[config.mk]
export PLATFORM = sky130hd
export DESIGN_NAME = prio_arb_w8_rr
export DESIGN_NICKNAME = d
export VERILOG_FILES = /design/src/rtl/prio_arb_w8_rr_pkg.sv /design/src/rtl/prio_enc_w8_t2.sv /design/src/rtl/prio_arb_w8_rr.sv
export SDC_FILE = /design/constraint.sdc
export NUM_CORES = 1
export LEC_CHECK = 0
export ABC_AREA = 1
export ABC_CLOCK_PERIOD_IN_PS = 4000
export BUFFER_PORTS_ARGS = -buffer_cell sky130_fd_sc_hd__buf_2
export CAP_MARGIN = 20
export CORE_MARGIN = 2
export CORE_UTILIZATION = 30
export CTS_CLUSTER_SIZE = 16
export DETAILED_ROUTE_END_ITERATION = 8
export GPL_ROUTABILITY_DRIVEN = 0
export SETUP_SLACK_MARGIN = 0.02
export SKIP_LAST_GASP = 1
export SLEW_MARGIN = 10
export SYNTH_ARGS = -nofsm -noshare
export SYNTH_HDL_FRONTEND = slang
export SYNTH_SLANG_ARGS = --single-unit
[constraint.sdc]
create_clock -name clk -period 4 [get_ports clk]
set_input_delay 0.8 -clock clk [delete_from_list [all_inputs] [get_ports clk]]
set_output_delay 0.8 -clock clk [all_outputs]
set_load 0.02 [all_outputs]
[src/rtl/prio_arb_w8_rr_pkg.sv]
// Shared types and constants for the 8-way round-robin arbiter.
// Holds the FSM encoding, encoder codes and rotate helper.
package prio_arb_w8_rr_pkg;

    localparam int NUM_REQ = 8;
    localparam logic [3:0] ENC_NONE = 4'd8;

    typedef enum logic [1:0] {
        IDLE  = 2'd0,
        LOAD  = 2'd1,
        WAIT  = 2'd2,
        GRANT = 2'd3
    } state_t;

    // Bit i of the result is req[(i + ptr) mod 8].
    function automatic logic [7:0] rot_right(
        input logic [7:0] req,
        input logic [2:0] ptr
    );
        logic [15:0] dbl;
        dbl = {req, req};
        dbl = dbl >> ptr;
        return dbl[7:0];
    endfunction

endpackage

[src/rtl/prio_enc_w8_t2.sv]
// 8:4 lowest-set-bit priority encoder, two register stages.
// Code 8 means no bit set; the pipeline carries no reset.
module prio_enc_w8_t2
    import prio_arb_w8_rr_pkg::*;
#(
    parameter bit SIM_EMULATE = 1'b0
) (
    input  logic       clk,
    input  logic [7:0] din,
    output logic [3:0] dout
);

    logic [7:0] din_q;
    logic [3:0] code;

    generate
        if (SIM_EMULATE) begin : g_emu
            // Behavioural scan: the lowest set bit is the last one written.
            always_comb begin
                code = ENC_NONE;
                for (int i = NUM_REQ - 1; i >= 0; i--) begin
                    if (din_q[i]) code = 4'(i);
                end
            end
        end else begin : g_enc
            // Explicit priority table, bit 0 highest.
            always_comb begin
                code = ENC_NONE;
                casez (din_q)
                    8'b???????1: code = 4'd0;
                    8'b??????10: code = 4'd1;
                    8'b?????100: code = 4'd2;
                    8'b????1000: code = 4'd3;
                    8'b???10000: code = 4'd4;
                    8'b??100000: code = 4'd5;
                    8'b?1000000: code = 4'd6;
                    8'b10000000: code = 4'd7;
                    default:     code = ENC_NONE;
                endcase
            end
        end
    endgenerate

    // Input stage then output stage: din in cycle n, dout in n+2.
    always_ff @(posedge clk) begin
        din_q <= din;
        dout  <= code;
    end

endmodule

[src/rtl/prio_arb_w8_rr.sv]
// 8-requester round-robin arbiter with bounded grant hold.
// Rotated requests go through a 2-cycle encoder before granting.
module prio_arb_w8_rr
    import prio_arb_w8_rr_pkg::*;
#(
    parameter bit SIM_EMULATE = 1'b0,
    parameter int MAX_HOLD    = 16
) (
    input  logic       clk,
    input  logic       rst_n,
    input  logic [7:0] req,
    output logic [7:0] gnt,
    output logic [2:0] gnt_id,
    output logic       gnt_vld,
    output logic       busy
);

    localparam logic [7:0] HOLD_MAX = 8'(MAX_HOLD);

    state_t     state, state_nx;
    logic [2:0] ptr, ptr_nx;
    logic [7:0] rot_r, rot_nx;
    logic [7:0] hold, hold_nx;
    logic       phase, phase_nx;
    logic [7:0] gnt_nx;
    logic [2:0] id_nx;
    logic       vld_nx;
    logic       busy_nx;
    logic [3:0] dout;
    logic [2:0] win;

    prio_enc_w8_t2 #(
        .SIM_EMULATE(SIM_EMULATE)
    ) u_enc (
        .clk  (clk),
        .din  (rot_r),
        .dout (dout)
    );

    // Next-state and registered-output values for the arbitration FSM.
    always_comb begin
        state_nx = state;
        ptr_nx   = ptr;
        rot_nx   = rot_r;
        hold_nx  = hold;
        phase_nx = phase;
        gnt_nx   = gnt;
        id_nx    = gnt_id;
        vld_nx   = gnt_vld;
        win      = 3'(dout[2:0] + ptr);
        unique case (state)
            IDLE: begin
                if (|req) begin
                    rot_nx   = rot_right(req, ptr);
                    state_nx = LOAD;
                end
            end
            LOAD: begin
                phase_nx = 1'b0;
                state_nx = WAIT;
            end
            WAIT: begin
                if (!phase) begin
                    phase_nx = 1'b1;
                end else begin
                    phase_nx = 1'b0;
                    if (dout == ENC_NONE) begin
                        state_nx = IDLE;
                    end else begin
                        state_nx = GRANT;
                        gnt_nx   = 8'(1) << win;
                        id_nx    = win;
                        vld_nx   = 1'b1;
                        hold_nx  = 8'd1;
                    end
                end
            end
            GRANT: begin
                if (!req[gnt_id] || hold == HOLD_MAX) begin
                    ptr_nx   = 3'(gnt_id + 3'd1);
                    state_nx = IDLE;
                    gnt_nx   = '0;
                    vld_nx   = 1'b0;
                    hold_nx  = '0;
                end else begin
                    hold_nx = hold + 8'd1;
                end
            end
        endcase
        busy_nx = (state_nx != IDLE);
    end

    // State and output registers; reset clears everything at once.
    always_ff @(posedge clk or negedge rst_n) begin
        if (!rst_n) begin
            state   <= IDLE;
            ptr     <= '0;
            rot_r   <= '0;
            hold    <= '0;
            phase   <= 1'b0;
            gnt     <= '0;
            gnt_id  <= '0;
            gnt_vld <= 1'b0;
            busy    <= 1'b0;
        end else begin
            state   <= state_nx;
            ptr     <= ptr_nx;
            rot_r   <= rot_nx;
            hold    <= hold_nx;
            phase   <= phase_nx;
            gnt     <= gnt_nx;
            gnt_id  <= id_nx;
            gnt_vld <= vld_nx;
            busy    <= busy_nx;
        end
    end

endmodule

# Word-level counts from Yosys, hierarchy flattened
# Cells that the tools add are included.
[classes]
add_sub_neg = 3
n_mul = 0
div = 0
n_lt_le_gt_ge = 1
n_eq_ne = 15
shift = 2
muxes = 22
bitwise_logic = 1
reduce_logical = 12
[op_table]
columns = ["op", "n"]
rows = [
  ["$mux W8", 6],
  ["$pmux W4 S8", 1],
  ["$pmux W8 S2", 2],
  ["$shr A16 B3 Y8", 1],
  ["$add A8 B1 Y8 const B", 1],
  ["$eq A4 B4 Y1 const B", 2],
  ["$eq A8 B5 Y1 const B", 1],
  ["$eq A8 B8 Y1 const B", 1],
  ["$mux W2", 4],
  ["$pmux W2 S4", 1],
  ["$reduce_or A8 Y1", 1],
  ["$shl A1 B3 Y8 const A", 1],
  ["$eq A7 B7 Y1 const B", 1],
  ["$eq A2 B2 Y1 const B", 3],
  ["$eq A6 B6 Y1 const B", 1],
  ["$ne A2 B2 Y1 const B", 3],
  ["$reduce_and A3 Y1", 2],
  ["$reduce_bool A2 Y1", 3],
  ["$eq A5 B5 Y1 const B", 1],
  ["$mux W1", 5],
  ["$lt A3 B4 Y1 const B", 1],
  ["$pmux W1 S2", 2],
  ["$reduce_and A2 Y1", 2],
  ["$reduce_and A4 Y1", 1],
  ["other kinds (9)", 9],
]
[word_totals]
regBits = 47
latchBits = 0
mem_bits_rw = 0
mem_bits_ro = 0
inputBits = 10
out_inout_bits = 13
elab_cells = 67
mem_count = 0

# Logic depth before layout (Yosys ltp)
# Gate-level depths: netlist (run 1).
[logic_depth]
depth_word = 7
mapped_depth = 10
ltp_nobuf = 10

# By module
# A second synthesis (run 1) with hierarchy kept.
[unflattened]
hier_cells = 318
area_unflattened_um2 = 2444.8
[by_module_without_submodules]
columns = ["mod", "instances", "cells_per_inst", "area_per_inst_um2", "seq_area_each_um2"]
rows = [
  ["prio_arb_w8_rr", 1, 287, 2112.0, 875.8],
  ["prio_enc_w8_t2", 1, 31, 332.8, 240.2],
]

# Worst setup path before layout (run 1)
# OpenSTA, ideal clock, no wires.
[synth_path]
path_kind = "reg-to-reg"
start = "register ptr[1]"
end = "register gnt_id[2]"
setup_time_ns = 0.124
arrival_ns = 1.695
required_ns = 3.876
slack_ns = 2.181
stages_incl_launch_ff = 7
n_path_buf = 1
period_less_slack_ns = 1.819
path_cell_list = "dfrtp_1 buf_2 clkinv_1 fa_1 xnor2_1 nor2_1 o21bai_1"
[synth_via]
elab_chain_cells = 1
[synth_rtl]
columns = ["element", "line", "rtl"]
rows = [
  ["start: declaration", "prio_arb_w8_rr.sv:21", "logic [2:0] ptr, ptr_nx;"],
  ["start signal: assignment", "prio_arb_w8_rr.sv:107", "ptr <= ptr_nx;"],
  ["$add A3 B3 Y3", "prio_arb_w8_rr.sv:50", "win = 3'(dout[2:0] + ptr);"],
  ["end signal: assignment", "prio_arb_w8_rr.sv:112", "gnt_id <= id_nx;"],
  ["end: declaration", "prio_arb_w8_rr.sv:13", "output logic [2:0] gnt_id,"],
]
# No other way between the ends.
# A chain may end at the register's enable or synchronous reset.

# Worst setup path after layout (run 1)
# Ends and elaborated chain as after synthesis.

==> results by group, run 1 <==
Outcome
  – Status: complete, no violations

Timing
  – Final TNS setup: 0 ns
  – Pins Over Slew Limit: 0
  – RSZ-0062 raised after global routing: no
  – Clock Skew: 0.00916 ns
  – Fin. Hold Viols: 0
  – Slew @ Worst Pin: 0.807 ns
  – Hold slack: 0.380 ns
  – Final period util: 0.554
  – Fmax: 0.452 GHz
  – Max transition margin: 0.462
  – Fin crit period: 2.21 ns
  – Final setup fails: 0

Floorplan
  – # IOs: 23
  – Row count: 32
  – Die width: 94.3 um
  – Die area: 8900 um^2
  – Core Region: 7810 um^2
  – Die Ht: 94.3 um
  – Starting Density: 0.314

Drt
  – DRC: 0
  – Final wirelength: 5.35 mm
  – Iter 0 DRT Violations: 83
  – Routed vias/inst: 4.64
  – DRT Pass-1 Iters: 4
  – Via count: 2105
  – Routed Antenna Nets: 0
  – Avg WL per Cell: 11.8 um

Power
  – Worst vdd ir: 0.000233 V
  – Internal: 1.20 mW
  – Part of the power in combinational logic: 0.456
  – Switching Fraction: 0.450
  – Net Switching: 0.983 mW
  – Flop pwr share: 0.379
  – Cell Pwr Density: 789 nW/um^2
  – Pleak: 1.42 nW
  – Clk pwr share: 0.165
  – Total Power: 2.18 mW

Cells and area
  – Layout cells sized above 1: 0.108
  – # nets final: 370
  – # diodes: 0
  – Area added between synthesis and finish: 13.1%

Setup path
  – Required @ worst endpoint: 4.19 ns
  – Startpoint types: flop
  – Setup crit end kind: flop
  – Crit path max fanout: 10
  – WS Path Type: reg2reg
  – Critical Path AT: 2.41 ns

Global route
  – Gr usage total: 0.133
  – Aggregate global routing overflow: 0
  – Initial antenna violation count: 0
  – First-pass GRT wire length: 9.30 mm
  – Vias in the first global route: 2054
  – Largest net degree at the start of global routing: 36

Synth
  – Seq/Total Area, Yosys: 0.456
  – Syn_nets: 346
  – Area share of the largest cell type after synthesis: 0.358
  – Avg Inst Size Synth: 7.49 um^2
  – FF+latch count, synth: 47
  – Cell Area, Synth: 2450 um^2
  – Post-synth cell types: 30
  – Synth top area cells: dfrtp_1 36%, nand2_1 18%, dfxtp_1 9.8%
  – Yosys warning count: 0
  – Mapped Cells: 327
  – Leading area contributor after synthesis: dfrtp_1

Clock tree
  – CTS Hold Bufs: 0
  – Clock tree buffer depth: 2
  – CTS tree: yes
  – Post-CTS sizing: 0
  – H-tree depth: 2
  – Skew-Pair Late Insertion Delay: 0.30 ns
  – CTS Buf Count: 5
  – Clock slew at reported path FFs: 0.09 ns
  – Sink Count: 47
  – # Post-CTS Setup Buffers: 0
  – Root buffer cell: clkbuf_8

Placement
  – DP HPWL: 4.04 mm
  – PortBufs: 22

Flow run
  – Max-Cap Viols: 0

Min path
  – Hold crit path type: reg2reg
flip-flops by register name (all words and copies together), names as in the netlist:
name,count
busy,1
state,2
phase,1
gnt_vld,1
rot_r,8
u_enc.dout,4
hold,8
gnt_id,3
gnt,8
ptr,3
u_enc.din_q,8
routing by layer:
| layer | GRT usage | up-vias | part of all wire |
|---|---|---|---|
| li1 | - | 1088 | - |
| met1 | 0.167 | 966 | 0.47 |
| met2 | 0.226 | 40 | 0.48 |
| met3 | 0.0271 | 11 | 0.030 |
| met4 | 0.0483 | 0 | 0.019 |
| met5 | 0 | - | 0 |
final cells by class:
class	instances	area [um^2]
Inverter	36	135
Tap cell	102	128
Clock buffer	8	123
Multi-Input combinational cell	239	1160
Fill cell	825	5040
Sequential cell	47	1120
Timing Repair Buffer	22	110
cell usage in the layout (no fill, tap or decap), types with 2 or more instances in the layout:
cell type | Yosys | final
a21oi_1 | 5 | 5
o21ai_0 | 23 | 23
nor2_2 | 2 | 2
dfrtp_1 | 35 | 35
xnor2_1 | 2 | 2
dfxtp_1 | 12 | 12
o21ai_1 | 2 | 2
nor2_1 | 20 | 20
clkbuf_16 | 0 | 2
clkbuf_8 | 0 | 5
nand2_1 | 117 | 117
inv_2 | 2 | 2
ha_1 | 8 | 8
inv_1 | 32 | 32
nand4_1 | 3 | 3
o21ai_2 | 2 | 2
clkinv_1 | 2 | 2
nand3_1 | 35 | 35
buf_2 | 2 | 22
xor2_1 | 3 | 3
nand2_2 | 2 | 2
nor3_1 | 7 | 7
cells in the mapped netlist:
cell and number:
nand3_2 1, nand2_2 2, a311oi_1 1, a21oi_1 5, o21ai_1 2, mux2i_1 1, xnor2_1 2, inv_2 2
clkinv_1 2, dfrtp_1 35, nand2_1 117, or2_1 1, xor2_1 3, o21bai_1 1, dfxtp_1 12, buf_6 2
nor3_1 7, fa_1 1, buf_2 2, nand4_1 3, nor2_2 2, inv_1 32, nand3_1 35, o21ai_0 23
nor2_1 20, and2_1 1, o32ai_1 1, buf_4 1, o21ai_2 2, ha_1 8
per-stage QoR:
stage               instances  area [um^2]   util  setup WS (ns)
floorplan                 327         2450      -           2.18
global placement          446         2650  0.339           1.80
detailed placement        446         2650  0.339           1.81
CTS                       454         2770  0.355           1.81
global route              454         2770  0.355           1.61
finish                    454         2770  0.355           1.79
worst max-delay path, stage by stage (launching register included):
cell	delay, ns
dfrtp_1	0.47
clkinv_1	0.30
fa_1	0.51
xnor2_1	0.42
nor2_1	0.21
o21bai_1	0.21
worst paths after layout:
path | depth (start not counted) | slack [ns] | endpoint | from
worst max register to register | 5 | 1.79 | gnt_id[2] | ptr[1]
worst min-delay path | 0 | 0.38 | u_enc.din_q[5] | rot_r[5]
min in group asynchronous | 1 | 0.57 | hold[5] | rst_n
worst min register to register | 0 | 0.38 | u_enc.din_q[5] | rot_r[5]
worst max-delay path | 5 | 1.79 | gnt_id[2] | ptr[1]
max in group asynchronous | 1 | 2.90 | phase | rst_n
cell families (layout without fill, tap and decap cells):
kind of cell	Yosys count	after routing	synth area share
fa+ha+maj	9	9	0.0491
simple gates	189	189	0.323
compound gates	35	35	0.0787
buf+inv	41	66	0.0715
flops	47	47	0.456
mux	1	1	0.00409
xor+xnor	5	5	0.0179
power by group through the flow:
stage	sequential (mW)	clock (mW)	combinational [mW]
after floorplan	0.837	0	0.744
after global placement	0.835	0	0.983
after detailed placement	0.840	0	0.993
after CTS	0.830	0.368	1.00
after global routing	0.858	0.389	1.16
final	0.827	0.360	0.997
(Power assumes the default switching activity.)
==> run 2: changes to the inputs <==
--- a/config.mk
+++ b/config.mk
@@ -5,8 +5,8 @@
 export SDC_FILE = /design/constraint.sdc
 export NUM_CORES = 1
 export LEC_CHECK = 0
-export ABC_AREA = 1
-export ABC_CLOCK_PERIOD_IN_PS = 4000
+export ABC_AREA = 0
+export ABC_CLOCK_PERIOD_IN_PS = 2100
 export BUFFER_PORTS_ARGS = -buffer_cell sky130_fd_sc_hd__buf_2
 export CAP_MARGIN = 20
 export CORE_MARGIN = 2
==> constraint.sdc (replaced) <==
create_clock -name clk -period 2.1 [get_ports clk]
set_input_delay 0.42 -clock clk [delete_from_list [all_inputs] [get_ports clk]]
set_output_delay 0.42 -clock clk [all_outputs]
set_load 0.02 [all_outputs]
==> run 2 against run 1 <==
Net effect: global-route usage shrank 1.2 points; worst hold slack lost 0.18 ns; register-to-register slack lost 1.6 ns; clock skew grew 0.0038 ns.
==> results by group, run 2 <==
Outcome
  – Status: complete, no violations (unchanged)

Synth
  – Seq/Total Area, Yosys: 0.466 (was 0.456)
  – FF+latch count, synth: 47 (unchanged)
  – Count leader, synth: dfrtp_1 (was nand2_1)
  – Synth top cells by count: 35 x dfrtp_1, 18 x nand2_1, 16 x nor2_1, 14 x inv_1, 13 x mux2i_1 (was 117 x nand2_1, 35 x dfrtp_1, 35 x nand3_1, 32 x inv_1, 23 x o21ai_0)
  – Cell Area, Synth: 2400 um^2 (was 2450 um^2)
  – Leading area contributor after synthesis: dfrtp_1 (unchanged)
  – Yosys warning count: 0 (unchanged)
  – Synth Flop Type: dfrtp_1 (unchanged)
  – Synth top area cells: dfrtp_1 37%, dfxtp_1 10%, mux4_2 7.5% (was dfrtp_1 36%, nand2_1 18%, dfxtp_1 9.8%)
  – Post-synth cell types: 44 (was 30)
  – Mapped Cells: 220 (was 327)
  – FFs w/ async S/R, synth: 0.745 (unchanged)
  – Post-synth EDFFs: 0 (unchanged)
  – Avg Inst Size Synth: 10.9 um^2 (was 7.49 um^2)
  – Area share of the largest cell type after synthesis: 0.366 (was 0.358)
  – Syn_nets: 239 (was 346)

Power
  – Worst vdd ir: 0.000382 V (was 0.000233 V)
  – Cell Pwr Density: 1500 nW/um^2 (was 789 nW/um^2)
  – Pleak: 1.21 nW (was 1.42 nW)

Timing
  – RSZ-0062 raised after global routing: no (unchanged)
  – Final setup fails: 0 (unchanged)
  – Pins Over Slew Limit: 0 (unchanged)
  – Final TNS setup: 0 ns (unchanged)
  – Final Worst Setup Slack: 0.224 ns (was 1.79 ns)
  – Fin crit period: 1.88 ns (was 2.21 ns)
  – Slew @ Worst Pin: 0.802 ns (was 0.807 ns)
  – Clock Skew: 0.0130 ns (was 0.00916 ns)
  – Final period util: 0.893 (was 0.554)
  – Max transition margin: 0.466 (was 0.462)
  – Fmax: 0.533 GHz (was 0.452 GHz)
  – Fin. Hold Viols: 0 (unchanged)

Cells and area
  – Commonest non-fill, non-tap cells in the layout: 35 x dfrtp_1, 22 x buf_2, 18 x nand2_1 (was 117 x nand2_1, 35 x nand3_1, 35 x dfrtp_1)
  – Area added between synthesis and finish: 14.5% (was 13.1%)
  – # nets final: 269 (was 370)
  – Layout cells sized above 1: 0.215 (was 0.108)
  – Final Util: 0.355 (about the same)
  – Most common cell after layout, fill and taps aside: dfrtp_1 (was nand2_1)
  – Filler cell count: 759 (was 825)
  – # diodes: 0 (unchanged)

Clock tree
  – Sink Count: 47 (unchanged)
  – Clock slew at reported path FFs: 0.09 ns (about the same)
  – Clock tree buffer depth: 2 (unchanged)
  – Root buffer cell: clkbuf_8 (unchanged)
  – H-tree depth: 2 (unchanged)
  – # Post-CTS Setup Buffers: 0 (unchanged)
  – CTS tree: yes (unchanged)
  – Skew-Pair Late Insertion Delay: 0.30 ns (about the same)
  – CTS Buf Count: 5 (unchanged)

Setup path
  – Setup crit end kind: flop (unchanged)
  – Worst Setup EP: hold[4] (was gnt_id[2])
  – FF-to-FF Start: hold[0] (was ptr[1])
  – Startpoint types: flop (unchanged)
  – Critical Path AT: 2.12 ns (was 2.41 ns)
  – Crit path max fanout: 9 (was 10)
  – WS Path Type: reg2reg (unchanged)
  – Worst r2r path cells: 8 (was 5)
  – Crit. Startpoint: hold[0] (was ptr[1])
  – R2R Setup Slk: 0.22 ns (was 1.79 ns)
  – Worst reg2reg endpoint: hold[4] (was gnt_id[2])
  – Required @ worst endpoint: 2.34 ns (was 4.19 ns)

Global route
  – Aggregate global routing overflow: 0 (unchanged)
  – Vias in the first global route: 1666 (was 2054)
  – Gr usage total: 0.121 (was 0.133)
  – Initial antenna violation count: 0 (unchanged)
  – Largest net degree at the start of global routing: 36 (unchanged)
  – First-pass GRT wire length: 8.24 mm (was 9.30 mm)

Drt
  – Routed Antenna Nets: 0 (unchanged)
  – Final wirelength: 4.73 mm (was 5.35 mm)
  – Avg WL per Cell: 13.4 um (was 11.8 um)
  – Iter 0 DRT Violations: 132 (was 83)
  – Via count: 1743 (was 2105)
  – DRT Pass-1 Iters: 4 (unchanged)
  – Routed vias/inst: 4.94 (was 4.64)
  – DRC: 0 (unchanged)

Flow run
  – Max-Cap Viols: 0 (unchanged)

Placement
  – Pre-CTS setup slack: 0.0855 ns (was 1.81 ns)
  – DP HPWL: 3.57 mm (was 4.04 mm)
  – PortBufs: 22 (unchanged)

Floorplan
  – # IOs: 23 (unchanged)
  – Die width: 93.4 um (was 94.3 um)
  – Die area: 8720 um^2 (was 8900 um^2)
  – Starting Density: 0.310 (was 0.314)
  – Row count: 32 (unchanged)
  – Core Region: 7730 um^2 (was 7810 um^2)
  – Die Ht: 93.4 um (was 94.3 um)

Min path
  – Hold crit path type: in2async (was reg2reg)
[run 2: logic make-up after synthesis]
| kind of cell | synth area share |
|---|---|
| simple gates | 0.143 |
| compound gates | 0.145 |
| flops | 0.466 |
| mux | 0.140 |
| buf+inv | 0.0418 |
| fa+ha+maj | 0.0501 |
| xor+xnor | 0.0146 |
[run 2: layer usage]
layer  track usage  part of all wire
met1         0.172              0.50
met2         0.180              0.45
met3        0.0274             0.040
met4        0.0441             0.014
met5             0                 0
[run 2: area by class of cell]
class	instances	area [um^2]	area share
repair buffers	30	170	0.0620
well taps	102	128	0.0465
inverters	14	52.6	0.0192
multi-input cells	152	1190	0.434
clock inverters	2	12.5	0.00456
flip-flops and latches	47	1120	0.407
clock buffers	6	72.6	0.0265
[run 2: worst max-delay path, cell delays in order, from the launching register on]
cell	delay, ns
dfrtp_1	0.40
inv_1	0.07
ha_1	0.19
and4bb_2	0.22
a2bb2oi_2	0.22
nand4_4	0.22
buf_4	0.22
o21ai_1	0.14
a22o_1	0.13
[run 2: worst min-delay path by stage]
stage | start | endpoint | slack, ns
floorplan | rst_n | busy | 0.12
global placement | rot_r[5] | u_enc.din_q[5] | 0.35
detailed placement | rot_r[3] | u_enc.din_q[3] | 0.36
CTS | rst_n | phase | 0.23
global route | rst_n | phase | 0.25
finish | rst_n | phase | 0.20
[run 2: repair_timing]
| item | CTS | global route |
|---|---|---|
| endpoints found under the setup margin | 0 | 5 |
| resized for setup | 0 | 2 |
| hold buffers | 0 | 0 |
[run 2: report_power, final]
part	internal (mW)	switching [mW]	total, mW
clock network	0.233	0.295	0.528
registers	1.26	0.281	1.54
logic	0.885	1.15	2.03
total	2.38	1.72	4.10
[run 2: stage by stage]
stage | hold slack (ns) | std cells | power [mW] | area, um^2
3_5_place_dp | 0.358 | 345 | 3.58 | 2650
6_report | 0.197 | 353 | 4.10 | 2740
3_3_place_gp | 0.355 | 345 | 3.55 | 2650
5_1_grt | 0.250 | 353 | 4.46 | 2740
2_1_floorplan | 0.124 | 220 | 3.06 | 2400
4_1_cts | 0.233 | 353 | 4.12 | 2730
==> run 3: changes to the inputs <==
--- a/config.mk
+++ b/config.mk
@@ -14,6 +14,7 @@
 export CTS_CLUSTER_SIZE = 16
 export DETAILED_ROUTE_END_ITERATION = 8
 export GPL_ROUTABILITY_DRIVEN = 0
+export PLACE_DENSITY = 0.47
 export SETUP_SLACK_MARGIN = 0.02
 export SKIP_LAST_GASP = 1
 export SLEW_MARGIN = 10
==> run 3 against run 2 <==
Net effect: setup slack lost 0.063 ns; flip-flop and latch count is the same; critical path depth shrank 1; total power grew 1.7%; non-clock buffer count grew 2; critical path type unchanged; largest cell class unchanged; combinational power is essentially flat; register-to-register slack lost 0.06 ns; worst hold slack lost 0.087 ns; clock power grew 12%; utilization grew 0.39 points; sequential share of layout area shrank 0.44 points.
==> results by group, run 3 (synthesis gave the netlist of run 2 again) <==
Outcome
  – Status: complete, no violations (unchanged)

Global route
  – Met3 usage: 0.0274 (unchanged)
  – Largest net degree at the start of global routing: 25 (was 36)
  – Top Usage Layer GRT: met2 (unchanged)
  – Met2 GRT Util: 0.208 (was 0.180)
  – Initial antenna violation count: 0 (unchanged)
  – Met1 Use GR: 0.166 (was 0.172)
  – First-pass GRT wire length: 8.62 mm (was 8.24 mm)
  – Aggregate global routing overflow: 0 (unchanged)
  – Gr usage total: 0.127 (was 0.121)
  – Vias in the first global route: 1728 (was 1666)

Drt
  – Avg WL per Cell: 14.0 um (was 13.4 um)
  – Routed Antenna Nets: 0 (unchanged)
  – Via count: 1727 (was 1743)
  – Iter 0 DRT Violations: 88 (was 132)
  – Final wirelength: 4.98 mm (was 4.73 mm)
  – Routed vias/inst: 4.86 (was 4.94)
  – DRT Pass-1 Iters: 4 (unchanged)
  – DRC: 0 (unchanged)

Floorplan
  – # IOs: 23 (unchanged)
  – Core Region: 7730 um^2 (unchanged)
  – Die Ht: 93.4 um (unchanged)
  – Starting Density: 0.310 (unchanged)
  – Die width: 93.4 um (unchanged)
  – Die area: 8720 um^2 (unchanged)
  – Row count: 32 (unchanged)

Setup path
  – FF-to-FF Start: hold[0] (unchanged)
  – Setup crit end kind: flop (unchanged)
  – R2R Setup Slk: 0.16 ns (was 0.22 ns)
  – Required @ worst endpoint: 2.32 ns (was 2.34 ns)
  – Critical Path AT: 2.16 ns (was 2.12 ns)
  – Worst r2r path cells: 7 (was 8)
  – Startpoint types: flop (unchanged)
  – Worst reg2reg endpoint: state[1] (was hold[4])
  – Crit path max fanout: 9 (unchanged)
  – WS Path Type: reg2reg (unchanged)

Power
  – Worst vdd ir: 0.000528 V (was 0.000382 V)
  – Cell Pwr Density: 1510 nW/um^2 (was 1500 nW/um^2)
  – Pleak: 1.22 nW (was 1.21 nW)

Clock tree
  – CTS tree: yes (unchanged)
  – # Post-CTS Setup Buffers: 0 (unchanged)
  – Root buffer cell: clkbuf_8 (unchanged)
  – Sink Count: 47 (unchanged)
  – CTS Hold Bufs: 0 (unchanged)
  – Skew-Pair Late Insertion Delay: 0.30 ns (about the same)
  – CTS Buf Count: 5 (unchanged)
  – Clock tree buffer depth: 2 (unchanged)
  – Clock slew at reported path FFs: 0.09 ns (about the same)
  – H-tree depth: 2 (unchanged)

Timing
  – Final Worst Setup Slack: 0.161 ns (was 0.224 ns)
  – Pins Over Slew Limit: 0 (unchanged)
  – Clock Skew: 0.00539 ns (was 0.0130 ns)
  – Fin. Hold Viols: 0 (unchanged)
  – Max transition margin: 0.607 (was 0.466)
  – Slew @ Worst Pin: 0.590 ns (was 0.802 ns)
  – Final period util: 0.923 (was 0.893)
  – Final setup fails: 0 (unchanged)
  – Final TNS setup: 0 ns (unchanged)
  – RSZ-0062 raised after global routing: no (unchanged)
  – Fin crit period: 1.94 ns (was 1.88 ns)
  – Fmax: 0.516 GHz (was 0.533 GHz)

Cells and area
  – Layout cells sized above 1: 0.229 (was 0.215)
  – Filler cell count: 806 (was 759)
  – # nets final: 271 (was 269)
  – Area added between synthesis and finish: 15.7% (was 14.5%)
  – Most common cell after layout, fill and taps aside: dfrtp_1 (unchanged)
  – # diodes: 0 (unchanged)
  – Commonest non-fill, non-tap cells in the layout: 35 x dfrtp_1, 22 x buf_2, 18 x nand2_1 (unchanged)

Placement
  – DP HPWL: 3.78 mm (was 3.57 mm)
  – Pre-CTS setup slack: 0.0818 ns (was 0.0855 ns)
  – PortBufs: 22 (unchanged)

Flow run
  – Max-Cap Viols: 0 (unchanged)

Min path
  – Hold crit path type: in2async (unchanged)
-- run 3: cell type report --
cell class,instances,area [um^2],share of cell area
flip-flops and latches,47,1120,0.403
clock inverters,2,16.3,0.00587
clock buffers,6,82.6,0.0298
repair buffers,32,185,0.0668
well taps,102,128,0.0460
multi-input cells,152,1190,0.430
inverters,14,52.6,0.0190
-- run 3: worst max-delay path by stage --
stage | startpoint | end | cells after the start
final | hold[0] | state[1] | 7
after global placement | hold[0] | hold[4] | 7
after global routing | hold[0] | hold[5] | 7
after floorplan | ptr[1] | gnt[3] | 6
after detailed placement | hold[0] | hold[2] | 7
after CTS | hold[0] | hold[2] | 7
-- run 3: through the flow --
| step | utilization | total power [mW] | cells | hold WS, ns | area, um^2 |
|---|---|---|---|---|---|
| after global placement | 0.344 | 3.61 | 347 | 0.356 | 2660 |
| after CTS | 0.357 | 4.22 | 355 | 0.141 | 2760 |
| after global routing | 0.359 | 4.57 | 355 | 0.164 | 2770 |
| final | 0.359 | 4.17 | 355 | 0.110 | 2770 |
| after detailed placement | 0.344 | 3.62 | 347 | 0.352 | 2660 |
| after floorplan | - | 3.06 | 220 | 0.124 | 2400 |
-- run 3: per-layer routing --
metal	up-vias	wire length, um	part of all wire
met1	838	2370	0.48
met2	14	2350	0.47
li1	867	-	-
met5	-	0	0
met4	0	97	0.019
met3	8	156	0.031
-- run 3: repair_timing --
item                       CTS  global route
resized for setup            0             3
setup endpoints to repair    0             7
hold endpoints to repair     0             0
-- run 3: critical path, cell delays in order (launching register included) --
cell and delay, ns:
dfrtp_1 0.39, inv_1 0.07, ha_1 0.19, and4bb_2 0.22, a2bb2oi_2 0.19, nand4_2 0.33, buf_4 0.27, a41oi_1 0.20
-- run 3: power by group --
group / internal, mW / switching [mW]
clock network: 0.269 / 0.321
registers: 1.26 / 0.297
logic: 0.889 / 1.14
